<file path="src/rtl/servo_pkg.sv">
// ============================================================================
// Module     : servo_pkg
// Description: Shared UART/servo-link types and constants (TX state encoding,
//              line idle level, default baud divider shared with the RX side).
// Revision   : 1.0
// ============================================================================
`default_nettype none

package servo_pkg;

  localparam int CLK_DIV_DEFAULT = 434;
  localparam logic UART_IDLE_LVL = 1'b1;

  typedef enum logic [2:0] {
    ST_IDLE   = 3'd0,
    ST_START  = 3'd1,
    ST_DATA   = 3'd2,
    ST_PARITY = 3'd3,
    ST_STOP   = 3'd4
  } tx_state_e;

endpackage

`default_nettype wire

</file>
<file path="src/rtl/uart_baud_tick.sv">
// ============================================================================
// Module     : uart_baud_tick
// Description: Baud-rate divider; counts 0..CLK_DIV-1 and flags the last count.
// Revision   : 1.0
// ============================================================================
`default_nettype none

module uart_baud_tick #(
  parameter int CLK_DIV = 434
) (
  input  logic Clk_G,
  input  logic Rst_G_n,
  input  logic clr,
  output logic tick
);

  localparam int            c_cw   = (CLK_DIV > 1) ? $clog2(CLK_DIV) : 1;
  localparam logic [c_cw-1:0] c_last = c_cw'(CLK_DIV - 1);

  logic [c_cw-1:0] r_cnt;

  always_ff @(posedge Clk_G or negedge Rst_G_n) begin
    if (!Rst_G_n) begin
      r_cnt <= '0;
    end else if (clr || (r_cnt == c_last)) begin
      r_cnt <= '0;
    end else begin
      r_cnt <= r_cnt + c_cw'(1);
    end
  end

  assign tick = !clr && (r_cnt == c_last);

endmodule

`default_nettype wire

</file>
<file path="src/rtl/p_result_uart_tx.sv">
// ============================================================================
// Module     : p_result_uart_tx
// Description: Sends a sign-extended P-stage result word MSB byte first as
//              UART frames (8N1, or 8E1 when P_TX_PARITY_EN is defined).
// Revision   : 1.0
// ============================================================================
`default_nettype none

module p_result_uart_tx
  import servo_pkg::*;
#(
  parameter int cant_bits = 13,
  parameter int CLK_DIV   = CLK_DIV_DEFAULT
) (
  input  logic                   Clk_G,
  input  logic                   Rst_G_n,
  input  logic [2*cant_bits-1:0] Dato,
  input  logic                   Tx_Start,
  output logic                   Tx,
  output logic                   Tx_Busy,
  output logic                   Tx_Done
);

  localparam int NBYTES = (2*cant_bits + 7) / 8;
  localparam int c_dw   = 2*cant_bits;
  localparam int c_xw   = NBYTES * 8;
  localparam int c_biw  = (NBYTES > 1) ? $clog2(NBYTES) : 1;
  localparam logic [c_biw-1:0] c_last_byte = c_biw'(NBYTES - 1);

  tx_state_e          r_state;
  logic [c_xw-1:0]    r_shift;
  logic [6:0]         r_byte;
  logic [c_biw-1:0]   r_byte_idx;
  logic [2:0]         r_bit_idx;
  logic               r_tx;
  logic               r_busy;
  logic               r_done;
`ifdef P_TX_PARITY_EN
  logic               r_par;
`endif

  logic signed [c_dw-1:0] w_dato_s;
  logic [c_xw-1:0]        w_ext;
  logic                   w_tick;
  logic                   w_baud_clr;

  assign w_dato_s   = Dato;
  assign w_ext      = c_xw'(w_dato_s);
  assign w_baud_clr = (r_state == ST_IDLE);

  uart_baud_tick #(
    .CLK_DIV (CLK_DIV)
  ) u_baud (
    .Clk_G   (Clk_G),
    .Rst_G_n (Rst_G_n),
    .clr     (w_baud_clr),
    .tick    (w_tick)
  );

  // The word register shifts up a byte per START; r_byte holds the bits still to send.
  always_ff @(posedge Clk_G or negedge Rst_G_n) begin
    if (!Rst_G_n) begin
      r_state    <= ST_IDLE;
      r_shift    <= '0;
      r_byte     <= '0;
      r_byte_idx <= '0;
      r_bit_idx  <= '0;
      r_tx       <= UART_IDLE_LVL;
      r_busy     <= 1'b0;
      r_done     <= 1'b0;
`ifdef P_TX_PARITY_EN
      r_par      <= 1'b0;
`endif
    end else begin
      r_done <= 1'b0;
      case (r_state)
        ST_IDLE: begin
          if (Tx_Start) begin
            r_shift    <= w_ext;
            r_byte_idx <= '0;
            r_tx       <= 1'b0;
            r_busy     <= 1'b1;
            r_state    <= ST_START;
          end
        end
        ST_START: begin
          if (w_tick) begin
            r_byte    <= r_shift[c_xw-1 -: 7];
            r_tx      <= r_shift[c_xw-8];
            r_shift   <= r_shift << 8;
            r_bit_idx <= '0;
`ifdef P_TX_PARITY_EN
            r_par     <= ^r_shift[c_xw-1 -: 8];
`endif
            r_state   <= ST_DATA;
          end
        end
        ST_DATA: begin
          if (w_tick) begin
            if (r_bit_idx == 3'd7) begin
`ifdef P_TX_PARITY_EN
              r_tx    <= r_par;
              r_state <= ST_PARITY;
`else
              r_tx    <= UART_IDLE_LVL;
              r_state <= ST_STOP;
`endif
            end else begin
              r_bit_idx <= r_bit_idx + 3'd1;
              r_tx      <= r_byte[0];
              r_byte    <= {1'b0, r_byte[6:1]};
            end
          end
        end
`ifdef P_TX_PARITY_EN
        ST_PARITY: begin
          if (w_tick) begin
            r_tx    <= UART_IDLE_LVL;
            r_state <= ST_STOP;
          end
        end
`endif
        ST_STOP: begin
          if (w_tick) begin
            if (r_byte_idx == c_last_byte) begin
              r_busy  <= 1'b0;
              r_done  <= 1'b1;
              r_state <= ST_IDLE;
            end else begin
              r_byte_idx <= r_byte_idx + c_biw'(1);
              r_tx       <= 1'b0;
              r_state    <= ST_START;
            end
          end
        end
        default: begin
          r_tx    <= UART_IDLE_LVL;
          r_busy  <= 1'b0;
          r_state <= ST_IDLE;
        end
      endcase
    end
  end

  assign Tx      = r_tx;
  assign Tx_Busy = r_busy;
  assign Tx_Done = r_done;

endmodule

`default_nettype wire

</file>
<file path="config.mk">
export PLATFORM = sky130hd
export DESIGN_NAME = p_result_uart_tx
export DESIGN_NICKNAME = d
export VERILOG_FILES = /design/src/rtl/servo_pkg.sv /design/src/rtl/uart_baud_tick.sv /design/src/rtl/p_result_uart_tx.sv
export SDC_FILE = /design/constraint.sdc
export NUM_CORES = 1
export LEC_CHECK = 0
export BUFFER_PORTS_ARGS = -buffer_cell sky130_fd_sc_hd__buf_2
export CAP_MARGIN = 0
export CORE_ASPECT_RATIO = 1.2
export CORE_MARGIN = 2
export CORE_UTILIZATION = 39
export DETAILED_ROUTE_END_ITERATION = 7
export GPL_TIMING_DRIVEN = 0
export REMOVE_ABC_BUFFERS = 1
export SLEW_MARGIN = 20
export SYNTH_ARGS = -nofsm -noshare
export SYNTH_HDL_FRONTEND = slang
export SYNTH_SLANG_ARGS = --single-unit
</file>
<file path="constraint.sdc">
create_clock -name Clk_G -period 1.55 [get_ports Clk_G]
set_input_delay 0.155 -clock Clk_G [delete_from_list [all_inputs] [get_ports Clk_G]]
set_output_delay 0.155 -clock Clk_G [all_outputs]
set_load 0.01 [all_outputs]
</file>
### Word-level counts from Yosys, hierarchy flattened

Cells that the tools add are included.

| storage, ports and cells | value |
|---|---|
| bits of input ports | 29 |
| register bits | 59 |

| operators by class | value |
|---|---|
| mux-type cells | 37 |
| add/sub/neg operators | 3 |
| bitwise operators | 1 |
| equality and inequality tests | 14 |
| reduce and logical (&&, ||, !) cells | 14 |

Operator list:

| operator | count |
|---|---|
| $mux 32 | 2 |
| $pmux 32 s2 | 1 |
| $mux 3 | 8 |
| $mux 7 | 3 |
| $pmux 7 s2 | 1 |
| $mux 1 | 13 |
| $pmux 3 s4 | 1 |
| $reduce_and 4->1 | 3 |
| $ne 2x2->1 const B | 5 |
| $reduce_and 5->1 | 2 |
| $add 9x1->9 const B | 1 |
| $eq 9x9->1 const B | 1 |
| $mux 9 | 1 |
| $eq 3x3->1 const B | 2 |
| $mux 2 | 3 |
| $ne 2x1->1 const B | 3 |
| $pmux 3 s2 | 1 |
| $reduce_bool 2->1 | 3 |
| $pmux 1 s4 | 1 |
| $pmux 2 s2 | 1 |
| $add 3x1->3 const B | 1 |
| $eq 3x1->1 const B | 1 |
| $eq 3x2->1 const B | 1 |
| $logic_not 3->1 | 1 |
| other kinds (9) | 9 |

### Logic depth before layout (Yosys ltp)

| logic depth | value |
|---|---|
| depth after elaboration | 5 |
| depth in mapped cells | 7 |
| gate-level depth less buffers | 6 |

### Modules after synthesis

A second synthesis with hierarchy kept.

| second synthesis, totals | value |
|---|---|
| cell total of the unflattened synthesis | 241 |
| area, all modules | 3085.5 µm² |

By module, submodules not included:

| module | cells each | seq. area each (µm²) | area an instance (µm²) | times used |
|---|---|---|---|---|
| p_result_uart_tx | 193 | 1252.5 | 2598.7 | 1 |
| uart_baud_tick | 48 | 225.2 | 486.7 | 1 |

### Least setup slack after synthesis

Ideal clock, no wire load.

| path | value |
|---|---|
| kind | reg-to-reg |
| start point | reg u_baud.r_cnt[3] |
| end point | reg r_shift[12] |
| arrival | 1530 ps |
| cell stages (with the launch flop) | 6 |
| slack | -103 ps |
| path buffers | 1 |
| path through | dfrtp_1 > or3_4 > nor3_4 > nand4_4 > buf_6 > o221a_1 |

| on the way | value |
|---|---|
| cells in the longest elaborated chain, start to end | 4 |

Ends and longest elaborated chain:

| what | line | source |
|---|---|---|
| from (decl) | uart_baud_tick.sv:20 | `logic [c_cw-1:0] r_cnt;` |
| from (signal assigned) | uart_baud_tick.sv:28 | `r_cnt <= r_cnt + c_cw'(1);` |
| $eq 9x9->1 | uart_baud_tick.sv:32 | `assign tick = !clr && (r_cnt == c_last);` |
| $logic_and 1x1->1 | uart_baud_tick.sv:32 |  |
| $ne 2x1->1 (no source line) | n/a |  |
| $reduce_and 3->1 (no source line) | n/a |  |
| to (signal assigned) | p_result_uart_tx.sv:79 | `r_shift <= w_ext;` |
| to (signal assigned) | p_result_uart_tx.sv:90 | `r_shift <= r_shift << 8;` |
| to (decl) | p_result_uart_tx.sv:31 | `logic [c_xw-1:0] r_shift;` |

Every way passes these cells.
A chain may end at the register's enable or synchronous reset.

### Worst setup path in the final report

| path | value |
|---|---|
| start point | reg u_baud.r_cnt[3] |
| end point | reg r_shift[27] |

The elaborated chain is that of the path after synthesis.

==> impl_metrics.json <==
{
  "outcome": "finished, violations left",
  "violations": "negative setup slack",
  "route.detailed.drc": 0,
  "die_w_um": 83.0,
  "initial_utilization_pct": 40.2,
  "syn2layout_area_growth_pct": 39.5,
  "layout.nets": 372,
  "drt_first_pass_iters": 4,
  "antenna_cells": 0,
  "yosys-top-cells-count": "dfrtp_1, nand2b_1, o221a_1",
  "finalHoldViolations": 0,
  "cp-start-kind": "flop",
  "seqCellArea_sq_um": 1490,
  "drive_gt1_share_pct": 41.8,
  "synth_edf_count": 0,
  "synth_seq_area_share_pct": 50.5,
  "clock-sinks": 59,
  "ys_ff_latch": 59,
  "wl_per_cell_um": 18.0,
  "drv_slew": 0,
  "grt_start_max_net_pins": 60,
  "reg2regPathDepth": 5,
  "gp_congestion": 0.786,
  "drt-initial-drc-count": 162,
  "timing.fmax_ghz": 0.596,
  "slew_headroom_pct": 49.5,
  "cts_root_buffer": "clkbuf_8",
  "io_pins": 32,
  "dieArea_sq_um": 8210,
  "ys_types": 47,
  "cp-end-kind": "flop",
  "synth_top_area_share_pct": 49.6,
  "post-dp-hpwl_um": 3790,
  "post-route-period-util_pct": 108,
  "multiInputGateArea_sq_um": 1770,
  "arrival_ps": 1900,
  "routed_wl_um": 7760,
  "track_usage_pct": 19.6,
  "cap_violations": 0,
  "crit_type": "flop to flop",
  "synthCells": 264,
  "coreArea_sq_um": 7270,
  "async_flop_share_pct": 100,
  "syn-cell-area_sq_um": 2920,
  "fillCellCount": 608,
  "vias": 2488,
  "htree_levels": 3,
  "antenna_found_initial": 0,
  "row_count": 34,
  "synth_top_cells_by_area": "dfrtp_1, o221a_1, nand2b_1",
  "synth_most_common_cell": "dfrtp_1",
  "hold_class": "input port to flop",
  "yosysTopAreaCell": "dfrtp_1",
  "grt_pass1_vias": 2508,
  "die_h_um": 98.9,
  "critical_path.max_fanout": 6,
  "insertion_delay_ps": 340,
  "vias_per_cell": 5.76,
  "clockBufferDepth": 2,
  "crit_required_ps": 1770,
  "grt_pass1_wl_um": 12700,
  "cts_tree": "done",
  "setup_slack_ps": -129,
  "setup_tns_ps": -3590,
  "p_leak_uw": 0.00163,
  "synth_ff_type": "dfrtp_1",
  "path_clk_slew_ps": 70,
  "power.density_nw_per_um2": 1030,
  "rsz0062_at_grt": "true",
  "max-vdd-ir-drop_mv": 0.782,
  "finClkSkew_ps": 6.68,
  "drtAntennaViolNets": 0,
  "place_ws_ps": -910,
  "whs_path_depth": 3,
  "fin_crit_ps": 1680,
  "synth_warnings": 0,
  "worst_slew_pin_slew_ps": 758,
  "numCtsBuffers": 9,
  "globalRouteOverflowTotal": 0,
  "setup_viol": 44,
  "avgSynthCellArea_sq_um": 11.1,
  "io_buffers": 31
}
[sequential cells by signal, summed over array words and instances (netlist names)]
register,flops
r_shift,32
r_bit_idx,3
r_byte_idx,2
Tx_Done,1
r_state,3
u_baud.r_cnt,9
r_byte,7
Tx_Busy,1
Tx,1
[report_power, final]
part / switching [uW] / internal (uW) / total [uW] / leakage (uW)
logic: 329 / 414 / 742 / 0.000784
clock network: 609 / 934 / 1540 / 0.000108
registers: 172 / 1740 / 1910 / 0.000743
total: 1110 / 3090 / 4200 / 0.00163
[routing by layer]
| metal | up-vias | routed length (um) | GRT usage, % |
|---|---|---|---|
| met5 | - | 0 | 0 |
| met1 | 1250 | 3530 | 25.3 |
| met2 | 54 | 3840 | 31.7 |
| li1 | 1166 | - | - |
| met4 | 0 | 209 | 9.96 |
| met3 | 18 | 187 | 3.35 |
[area by class of cell]
type | instances | area share [%]
Multi-Input combinational cell | 195 | 43.4
Sequential cell | 59 | 36.5
Timing Repair Buffer | 69 | 11.6
Clock buffer | 10 | 3.37
Tap cell | 90 | 2.76
Clock inverter | 5 | 1.90
Inverter | 4 | 0.521
[through the flow]
step	hold WS (ps)	cells	instance area (sq um)	util [%]	power, uW
floorplan	-141	249	2830	-	2280
global placement	433	370	3100	42.6	2440
detailed placement	280	370	3110	42.7	2450
CTS	88.2	424	3920	53.9	4150
global route	110	432	4080	56.1	4390
finish	103	432	4080	56.1	4200
[final timing paths]
path / startpoint / to / slack (ps)
hold / removal: Dato[7] / r_shift[7] / 100
hold reg to reg: r_byte[5] / r_byte[5] / 490
min in group asynchronous: Rst_G_n / r_shift[5] / 430
setup reg to reg: u_baud.r_cnt[3] / r_shift[27] / -130
max in group asynchronous: Rst_G_n / r_state[2] / 530
setup / recovery: u_baud.r_cnt[3] / r_shift[27] / -130
[kinds of logic after synthesis]
group | share of synthesized area [%]
adder cells (fa/ha/maj) | 2.14
flip-flops | 50.5
AO/OA/AOI/OAI | 19.4
buffers and inverters | 3.72
XOR/XNOR | 2.40
AND/OR/NAND/NOR | 19.3
multiplexers | 2.44
[worst max-delay path: stages, from the launching register on]
cell	delay, ps
dfrtp_2	410
or3_4	420
nor3_4	120
buf_6	180
nand4_4	160
o221a_1	270
[cells in the final DEF, fill, tap and decap left out, types with 4 or more instances in the layout]
cell type / count
dfrtp_1: 53
buf_4: 31
buf_2: 30
nand2b_1: 20
o221a_1: 20
nand2_1: 17
a21oi_1: 12
nor2_1: 11
nor2b_1: 10
o21ai_1: 10
clkbuf_8: 10
o2bb2ai_2: 8
nand3_1: 7
buf_6: 7
mux2i_1: 6
xnor2_1: 5
o2111ai_4: 4
o211a_4: 4
nand4_4: 4
[repair_timing]
item / in CTS / in global routing
hold endpoints to repair: 58 / 0
pin swaps: 59 / 26
hold buffers: 1 / 0
setup buffers: 29 / 9
gates resized for setup: 57 / 24
endpoints found under the setup margin: 59 / 49
cloned: 9 / 0
(Power assumes the default switching activity.)
